--- config.mk ---
export PLATFORM = sky130hd
export DESIGN_NAME = uart_rx_controller
export DESIGN_NICKNAME = d
export VERILOG_FILES = /design/src/rtl/uart_pkg.sv /design/src/rtl/uart_rx_bit_timer.sv /design/src/rtl/uart_rx_controller.sv
export SDC_FILE = /design/constraint.sdc
export NUM_CORES = 1
export LEC_CHECK = 0
export ABC_CLOCK_PERIOD_IN_PS = 1700
export CORE_MARGIN = 5
export CORE_UTILIZATION = 65
export CTS_BUF_LIST = sky130_fd_sc_hd__clkbuf_4
export DETAILED_ROUTE_END_ITERATION = 10
export DONT_BUFFER_PORTS = 1
export PLACE_DENSITY_LB_ADDON = 0.3
export SYNTH_ARGS = -nofsm -noshare
export SYNTH_HDL_FRONTEND = slang
export SYNTH_SLANG_ARGS = --single-unit
--- constraint.sdc ---
create_clock -name clk -period 1.7 [get_ports clk]
set_clock_uncertainty 0.05 [all_clocks]
set_input_delay 0.255 -clock clk [delete_from_list [all_inputs] [get_ports clk]]
set_output_delay 0.255 -clock clk [all_outputs]
set_load 0.03 [all_outputs]
--- src/rtl/uart_pkg.sv ---
// rtl/uart_pkg.sv - shared state encoding and default sizing for the UART receive path
package uart_pkg;

`ifdef FORMAL
  localparam int CLOCKS_PER_BIT_DEF = 8;
`else
  localparam int CLOCKS_PER_BIT_DEF = 5000;
`endif

  localparam int DATA_BITS_DEF = 8;

  typedef enum logic [1:0] {
    IDLE,
    START,
    DATA,
    STOP
  } uart_state_e;

endpackage

--- src/rtl/uart_rx_bit_timer.sv ---
// rtl/uart_rx_bit_timer.sv - modulo bit counter producing a registered mid-bit sampling strobe
module uart_rx_bit_timer
  import uart_pkg::*;
#(
  parameter int CLOCKS_PER_BIT = CLOCKS_PER_BIT_DEF
) (
  input  logic clk,
  input  logic rst_n,
  input  logic enable,
  input  logic start_pulse,
  output logic bit_strobe
);

  localparam int CNT_W = (CLOCKS_PER_BIT > 1) ? $clog2(CLOCKS_PER_BIT) : 1;
  localparam logic [CNT_W-1:0] CNT_LAST = CNT_W'(CLOCKS_PER_BIT - 1);
  localparam logic [CNT_W-1:0] CNT_HALF = CNT_W'(CLOCKS_PER_BIT >> 1);

  logic [CNT_W-1:0] cnt_q, cnt_d;
  logic             strobe_q, strobe_d;

  // Loading half a period on the start edge puts every later strobe near mid-bit.
  always_comb begin
    cnt_d    = cnt_q;
    strobe_d = (cnt_q == CNT_LAST);
    if (start_pulse) begin
      cnt_d = CNT_HALF;
    end else if (!enable) begin
      cnt_d = '0;
    end else if (cnt_q == CNT_LAST) begin
      cnt_d = '0;
    end else begin
      cnt_d = cnt_q + CNT_W'(1);
    end
  end

  always_ff @(posedge clk or negedge rst_n) begin
    if (!rst_n) begin
      cnt_q    <= '0;
      strobe_q <= 1'b0;
    end else begin
      cnt_q    <= cnt_d;
      strobe_q <= strobe_d;
    end
  end

  assign bit_strobe = strobe_q;

endmodule

--- src/rtl/uart_rx_controller.sv ---
// rtl/uart_rx_controller.sv - UART receive sequencer: sync, start detect, frame FSM, byte handshake
module uart_rx_controller
  import uart_pkg::*;
#(
  parameter int CLOCKS_PER_BIT = CLOCKS_PER_BIT_DEF,
  parameter int DATA_BITS      = DATA_BITS_DEF
) (
  input  logic                 clk,
  input  logic                 rst_n,
  input  logic                 rx,
  output logic [DATA_BITS-1:0] rx_data,
  output logic                 rx_valid,
  input  logic                 rx_ready,
  output logic                 busy,
  output logic                 framing_err,
  output logic                 overrun_err
);

  localparam int IDX_W = $clog2(DATA_BITS + 1);
  localparam logic [IDX_W-1:0] LAST_IDX = IDX_W'(DATA_BITS - 1);

  uart_state_e          state_q, state_d;
  logic                 rx_meta_q, rx_meta_d;
  logic                 rx_s_q, rx_s_d;
  logic                 rx_prev_q, rx_prev_d;
  logic [DATA_BITS-1:0] shift_q, shift_d;
  logic [DATA_BITS-1:0] rx_data_q, rx_data_d;
  logic [IDX_W-1:0]     bit_idx_q, bit_idx_d;
  logic                 rx_valid_q, rx_valid_d;
  logic                 framing_err_q, framing_err_d;
  logic                 overrun_err_q, overrun_err_d;
  logic                 start_pulse;
  logic                 bit_strobe;
  logic                 start_edge;

  assign start_edge = rx_prev_q & ~rx_s_q;

  uart_rx_bit_timer #(
    .CLOCKS_PER_BIT(CLOCKS_PER_BIT)
  ) u_bit_timer (
    .clk        (clk),
    .rst_n      (rst_n),
    .enable     (state_q != IDLE),
    .start_pulse(start_pulse),
    .bit_strobe (bit_strobe)
  );

  always_comb begin
    rx_meta_d     = rx;
    rx_s_d        = rx_meta_q;
    rx_prev_d     = rx_s_q;
    state_d       = state_q;
    shift_d       = shift_q;
    bit_idx_d     = bit_idx_q;
    rx_data_d     = rx_data_q;
    rx_valid_d    = rx_valid_q & ~rx_ready;
    framing_err_d = 1'b0;
    overrun_err_d = 1'b0;
    start_pulse   = 1'b0;
    case (state_q)
      IDLE: begin
        if (start_edge) begin
          start_pulse = 1'b1;
          state_d     = START;
        end
      end
      START: begin
        if (bit_strobe) begin
          if (rx_s_q) begin
            state_d = IDLE;
          end else begin
            state_d   = DATA;
            bit_idx_d = '0;
          end
        end
      end
      DATA: begin
        if (bit_strobe) begin
          shift_d   = {rx_s_q, shift_q[DATA_BITS-1:1]};
          bit_idx_d = bit_idx_q + IDX_W'(1);
          if (bit_idx_q == LAST_IDX) begin
            state_d = STOP;
          end
        end
      end
      STOP: begin
        // A bad stop bit wins over overrun: the byte is never offered.
        if (bit_strobe) begin
          state_d = IDLE;
          if (!rx_s_q) begin
            framing_err_d = 1'b1;
          end else if (rx_valid_q && !rx_ready) begin
            overrun_err_d = 1'b1;
          end else begin
            rx_data_d  = shift_q;
            rx_valid_d = 1'b1;
          end
        end
      end
      default: state_d = IDLE;
    endcase
  end

  always_ff @(posedge clk or negedge rst_n) begin
    if (!rst_n) begin
      state_q       <= IDLE;
      rx_meta_q     <= 1'b1;
      rx_s_q        <= 1'b1;
      rx_prev_q     <= 1'b1;
      shift_q       <= '0;
      bit_idx_q     <= '0;
      rx_data_q     <= '0;
      rx_valid_q    <= 1'b0;
      framing_err_q <= 1'b0;
      overrun_err_q <= 1'b0;
    end else begin
      state_q       <= state_d;
      rx_meta_q     <= rx_meta_d;
      rx_s_q        <= rx_s_d;
      rx_prev_q     <= rx_prev_d;
      shift_q       <= shift_d;
      bit_idx_q     <= bit_idx_d;
      rx_data_q     <= rx_data_d;
      rx_valid_q    <= rx_valid_d;
      framing_err_q <= framing_err_d;
      overrun_err_q <= overrun_err_d;
    end
  end

  assign rx_data     = rx_data_q;
  assign rx_valid    = rx_valid_q;
  assign busy        = (state_q != IDLE);
  assign framing_err = framing_err_q;
  assign overrun_err = overrun_err_q;

endmodule

* Yosys cells after proc, flatten, opt, wreduce, memory -nomap -nowiden
Index checks and enable logic that the tools add are counted.
** Operators by class
- Add/sub/neg operators :: 2
- Equality and inequality tests :: 11
- Muxes and demuxes :: 27
- Bitwise operators :: 5
- Reductions and logical operators :: 9
** Operator list (number)
- 13-bit 2-to-1 mux :: 3
- 13-bit by 1-bit adder with 13-bit output (second input constant) :: 1
- 13-bit equality test (second input constant) :: 1
- 1-bit 2-to-1 mux :: 13
- 2-bit 2-to-1 mux :: 6
- 4-bit 2-to-1 mux :: 3
- 2-bit case mux with 4 select lines :: 1
- 4-bit case mux with 2 select lines :: 1
- 4-bit AND reduction :: 2
- 2-bit by 1-bit inequality test with 1-bit output (second input constant) :: 3
- 2-bit inequality test (second input constant) :: 3
- 5-bit AND reduction :: 1
- 4-bit by 1-bit adder with 4-bit output (second input constant) :: 1
- 2-bit equality test (second input constant) :: 2
- 4-bit by 3-bit equality test with 1-bit output (second input constant) :: 1
- 2-bit nonzero test :: 2
- 1-bit NOT :: 3
- 1-bit bitwise AND :: 2
- 2-bit by 1-bit equality test with 1-bit output (second input constant) :: 1
- 2-bit zero test :: 1
- 2-bit AND reduction :: 1
- 1-bit logical AND :: 1
- 1-bit zero test :: 1
** Word-level totals
- Flip-flop bits (word level) :: 42
- Input bits :: 4
- Output and inout port bits :: 12
- Word-level logic and storage cells :: 66

* Depth between registers and ports, before layout
- Word-level depth :: 6
- Depth in mapped cells :: 6
- Depth with buffers taken out :: 5

* Hierarchy
A second synthesis with hierarchy kept.
** Second synthesis, totals
- Cells, all modules :: 151
- Area total of the unflattened synthesis :: 1863.0 um^2
** By module, submodules not included
- uart_rx_controller :: instances 1, cells each 84, area each 1161.1 um^2, seq. area each 704.4 um^2
- uart_rx_bit_timer :: instances 1, cells each 67, area each 701.9 um^2, seq. area each 350.3 um^2

* Worst setup path before layout
OpenSTA, ideal clock, no wires.
- Path kind :: flip-flop to flip-flop
- Start point :: reg u_bit_timer.cnt_q[0]
- End point :: reg u_bit_timer.cnt_q[11]
- Library setup time :: 0.076 ns
- Arrival time :: 1.362 ns
- Required time :: 1.574 ns
- Setup slack :: 0.211 ns
- Cell stages (with the launch flop) :: 7
- Path buffers :: 1
- Period minus slack after synthesis :: 1.489 ns
- Cell sequence :: dfrtp_1 > ha_1 > and2_4 > and4_4 > or2_4 > buf_6 > o21ai_1
** On the way
- Longest elaborated chain between the ends :: 4
** Ends and longest elaborated chain
- start, declared :: RTL line uart_rx_bit_timer.sv:18 : logic [CNT_W-1:0] cnt_q, cnt_d;
- start signal, assigned :: RTL line uart_rx_bit_timer.sv:41 : cnt_q <= cnt_d;
- 13-bit equality test
- named net u_bit_timer.strobe_d :: RTL line uart_rx_bit_timer.sv:19 : logic strobe_q, strobe_d;
- 13-bit 2-to-1 mux :: RTL line uart_rx_bit_timer.sv:29 : end else if (cnt_q == CNT_LAST) begin
- 13-bit 2-to-1 mux :: RTL line uart_rx_bit_timer.sv:27 : end else if (!enable) begin
- 13-bit 2-to-1 mux :: RTL line uart_rx_bit_timer.sv:25 : if (start_pulse) begin
- named net u_bit_timer.cnt_d[11] :: RTL line uart_rx_bit_timer.sv:18
The timed path passes the listed nets, and every way through them passes these cells.
A chain may end at the register's enable or synchronous reset.

==> parameters.txt <==
Parameter                              Value

Outcome
  Outcome ... finished clean

GRT
  Wire length of the first global-routing pass ... 5200 µm
  Number of global-route vias before repair ... 1140
  Largest net degree at the start of global routing ... 43
  Global route total overflow ... 0
  Initial antenna violation count ... 0
  GRT Util Overall ... 0.169

Synth
  Number of enable flip-flop cells after synthesis ... 0
  Yosys Warn Count ... 0
  Sequential share of the synthesized area ... 0.591
  Cell types with the largest area share after synthesis ... sky130_fd_sc_hd__dfrtp_1 (55%), sky130_fd_sc_hd__mux2_2 (10%), sky130_fd_sc_hd__dfstp_2 (4.4%), sky130_fd_sc_hd__xor2_1 (4.4%), sky130_fd_sc_hd__nor2_1 (2.9%)
  Synthesis-stage register bit count ... 42
  Synthesized area per cell ... 12.1 µm²
  Syn Nets ... 153
  Proportion of register bits with asynchronous set or reset after synthesis ... 1.00
  Post-synthesis instance area ... 1790 µm²
  Most common flop cell mapped by yosys ... sky130_fd_sc_hd__dfrtp_1
  Most frequent cell after synthesis ... sky130_fd_sc_hd__dfrtp_1
  Top cell types by occurrence after synthesis ... sky130_fd_sc_hd__dfrtp_1 (39), sky130_fd_sc_hd__mux2_2 (16), sky130_fd_sc_hd__nor2_1 (14), sky130_fd_sc_hd__xor2_1 (9)
  Gate count of the mapped netlist ... 147
  Post-synthesis cell type with the largest combined area ... sky130_fd_sc_hd__dfrtp_1
  Yosys cell types ... 35
  Area share of the largest cell type after synthesis ... 0.547

Detailed routing
  Number of design rule violations left after detail routing ... 0
  Via-to-Cell Ratio ... 5.94
  Total detailed-routing wirelength ... 2870 µm
  Average routed wire per standard cell ... 15.4 µm
  Detailed-routing iteration count for the pre-antenna-repair pass ... 4
  Post-route antenna net violation count ... 0
  Initial detailed-routing violation count ... 27
  Top layer reached by signal wires ... met4
  Detailed-route via count ... 1104
  Routed met2 length ... 1420 µm
  Detail Route met3 WL ... 145 µm
  Wire length on met1 ... 1250 µm

Power
  VDD IR max ... 0.868 mV
  Cell leakage power ... 0.000895 µW
  Sequential group share of total power ... 0.582
  Power share of the combinational group ... 0.119
  Overall power after layout ... 2100 µW
  Total power density per cell area ... 1080 nW/µm²
  Fraction of power consumed by the clock network ... 0.299
  Switching Share ... 0.269
  Total internal power ... 1540 µW
  Net switching power ... 565 µW

Finish
  Util after Layout ... 0.722
  Count of antenna diodes in the layout ... 0
  Net count, final ... 160
  Ratio of cells with drive above 1 in the final layout ... 0.258
  Area overhead of the layout relative to synthesis ... 8.62%
  Fill count ... 196

STA
  Slew Limit Headroom ... 0.786
  Min Clock Period, post-route ... 1.57 ns
  Final hold viol count ... 0
  FMAX ... 636 MHz
  Fraction of the cycle the final worst path needs ... 0.924
  Unrepaired setup endpoints after global routing ... no
  Worst-margin pin slew ... 0.321 ns
  Final total negative setup slack ... 0 ns
  Endpoints failing setup ... 0
  Min Hold Slack ... 0.0545 ns
  Max-slew violation count ... 0

Clocking
  Clock tree from TritonCTS ... built
  Clock transition at the registers of the reported paths ... 0.12 ns
  Clock root buffer ... sky130_fd_sc_hd__clkbuf_4
  TritonCTS sink count ... 42
  Total setup buffers inserted after CTS ... 0
  Worst-Skew Late Latency ... 0.35 ns
  Cts bufs inserted ... 5
  Buffers from clock root to sink, at most ... 2
  # H-tree levels ... 2

Setup path
  Critical Path RT ... 1.39 ns
  Critical setup path kind ... reg -> out
  CP Data Arrival Time ... 1.27 ns
  Worst Setup End Kind ... output pin
  Worst Path Max Fanout ... 7
  Category of the worst setup path launch point ... register

Placement
  Total half-perimeter wirelength after legalization and detailed placement ... 2000 µm
  Final weighted congestion of routability-driven global placement ... 0.765
  Quantity of I/O buffers inserted on ports ... 0

Floorplan
  Core Region ... 2690 µm²
  Number of rows in the core area ... 19
  Die Width ... 62.4 µm
  Die height ... 62.4 µm
  I/O pin total ... 16
  Initial core utilization ... 0.665
  Area of the die ... 3900 µm²

Worst hold path
  Hold/Removal Path Class ... in -> reg

Run
  Max-cap violations ... 0
## power groups by stage
stage	combinational, µW	sequential (µW)	clock (µW)
3_5_place_dp	223	1240	0
3_3_place_gp	212	1230	0
6_report	250	1220	628
5_1_grt	296	1240	696
4_1_cts	253	1220	655
2_1_floorplan	197	1210	0
## registers in the layout (all words and copies together) (netlist names), 4 cells and up, named ones only
| name | cells |
|---|---|
| bit_idx_q | 4 |
| shift_q | 8 |
| u_bit_timer.cnt_q | 13 |
| rx_data | 8 |
## critical path, cell delays in order (launching register included)
cell	delay, ns
sky130_fd_sc_hd__dfrtp_1	0.49
sky130_fd_sc_hd__nor2_2	0.24
sky130_fd_sc_hd__inv_1	0.19
## kinds of logic (layout without fill, tap and decap cells)
logic type                 Yosys count  after routing  share of synthesized area
adders and majority gates            2              2                     0.0140
xor gates and xnor gates            11             11                     0.0540
AOI/OAI and AO/OA                   17             17                     0.0575
DFF                                 42             42                      0.591
and+or+nand+nor                     47             47                      0.150
buffers and inverters               12             20                     0.0329
muxes                               16             16                      0.101
## what timing repair did
action,CTS,global route
endpoints found under the setup margin,0,1
endpoints found under the hold margin,43,0
gates resized for setup,0,1
hold buffers,3,0
## layer usage
layer / GRT usage / up-vias
met3: 0.0665 / 6
li1: - / 526
met2: 0.268 / 21
met4: 0.0822 / 0
met5: 0 / -
met1: 0.200 / 551
## area by class of cell
| cell class | count | area, µm² | area share |
|---|---|---|---|
| sequential | 42 | 1050 | 0.544 |
| multi-input combinational | 93 | 674 | 0.348 |
| timing repair buffer | 7 | 70.1 | 0.0361 |
| clock inverter | 3 | 45.0 | 0.0232 |
| tap | 31 | 38.8 | 0.0200 |
| clock buffer | 5 | 37.5 | 0.0194 |
| inverter | 5 | 18.8 | 0.00968 |
## layout by cell type, fill, tap and decap left out, drive strengths merged
cell type / netlist / final
dlygate4sd3: 0 / 2
or2: 2 / 2
a211oi: 1 / 1
nand3b: 1 / 1
bufinv: 0 / 1
inv: 5 / 5
a21oi: 6 / 6
nor3b: 1 / 1
xnor2: 2 / 2
xor2: 9 / 9
and3: 3 / 3
mux2: 16 / 16
clkbuf: 3 / 5
nor4: 1 / 1
and2: 2 / 2
dfrtp: 39 / 39
and4: 4 / 4
nand2: 6 / 6
ha: 2 / 2
o21ai: 7 / 7
nand4: 6 / 6
clkinvlp: 0 / 2
nor2: 14 / 14
a311oi: 3 / 3
nor4bb: 1 / 1
nor2b: 2 / 2
dfstp: 3 / 3
nand2b: 1 / 1
buf: 4 / 5
nand3: 3 / 3
## metrics by stage
step           std cells  cell area [µm²]  setup slack [ns]
5_1_grt              186             1940            0.0271
3_3_place_gp         175             1810             0.190
2_1_floorplan        147             1790             0.211
3_5_place_dp         175             1810             0.162
4_1_cts              186             1940            0.0228
6_report             186             1940             0.129
## final timing paths
check | startpoint | to | slack, ns | cells after the start
min in group asynchronous | rst_n | asynchronous set/reset pin | 0.30 | 2
hold reg to reg | rx_meta_q$_DFF_PN1_ | rx_prev_d$_DFF_PN1_ | 0.31 | 0
setup reg to reg | u_bit_timer.cnt_q[0]$_DFF_PN0_ | u_bit_timer.cnt_q[6]$_DFF_PN0_ | 0.16 | 5
setup / recovery | register | busy | 0.13 | 2
hold / removal | rx_ready | overrun_err$_DFF_PN0_ | 0.05 | 2
max in group asynchronous | rst_n | rx_meta_q$_DFF_PN1_ | 1.03 | 2
Note: power is estimated with default switching activity, not from simulation.
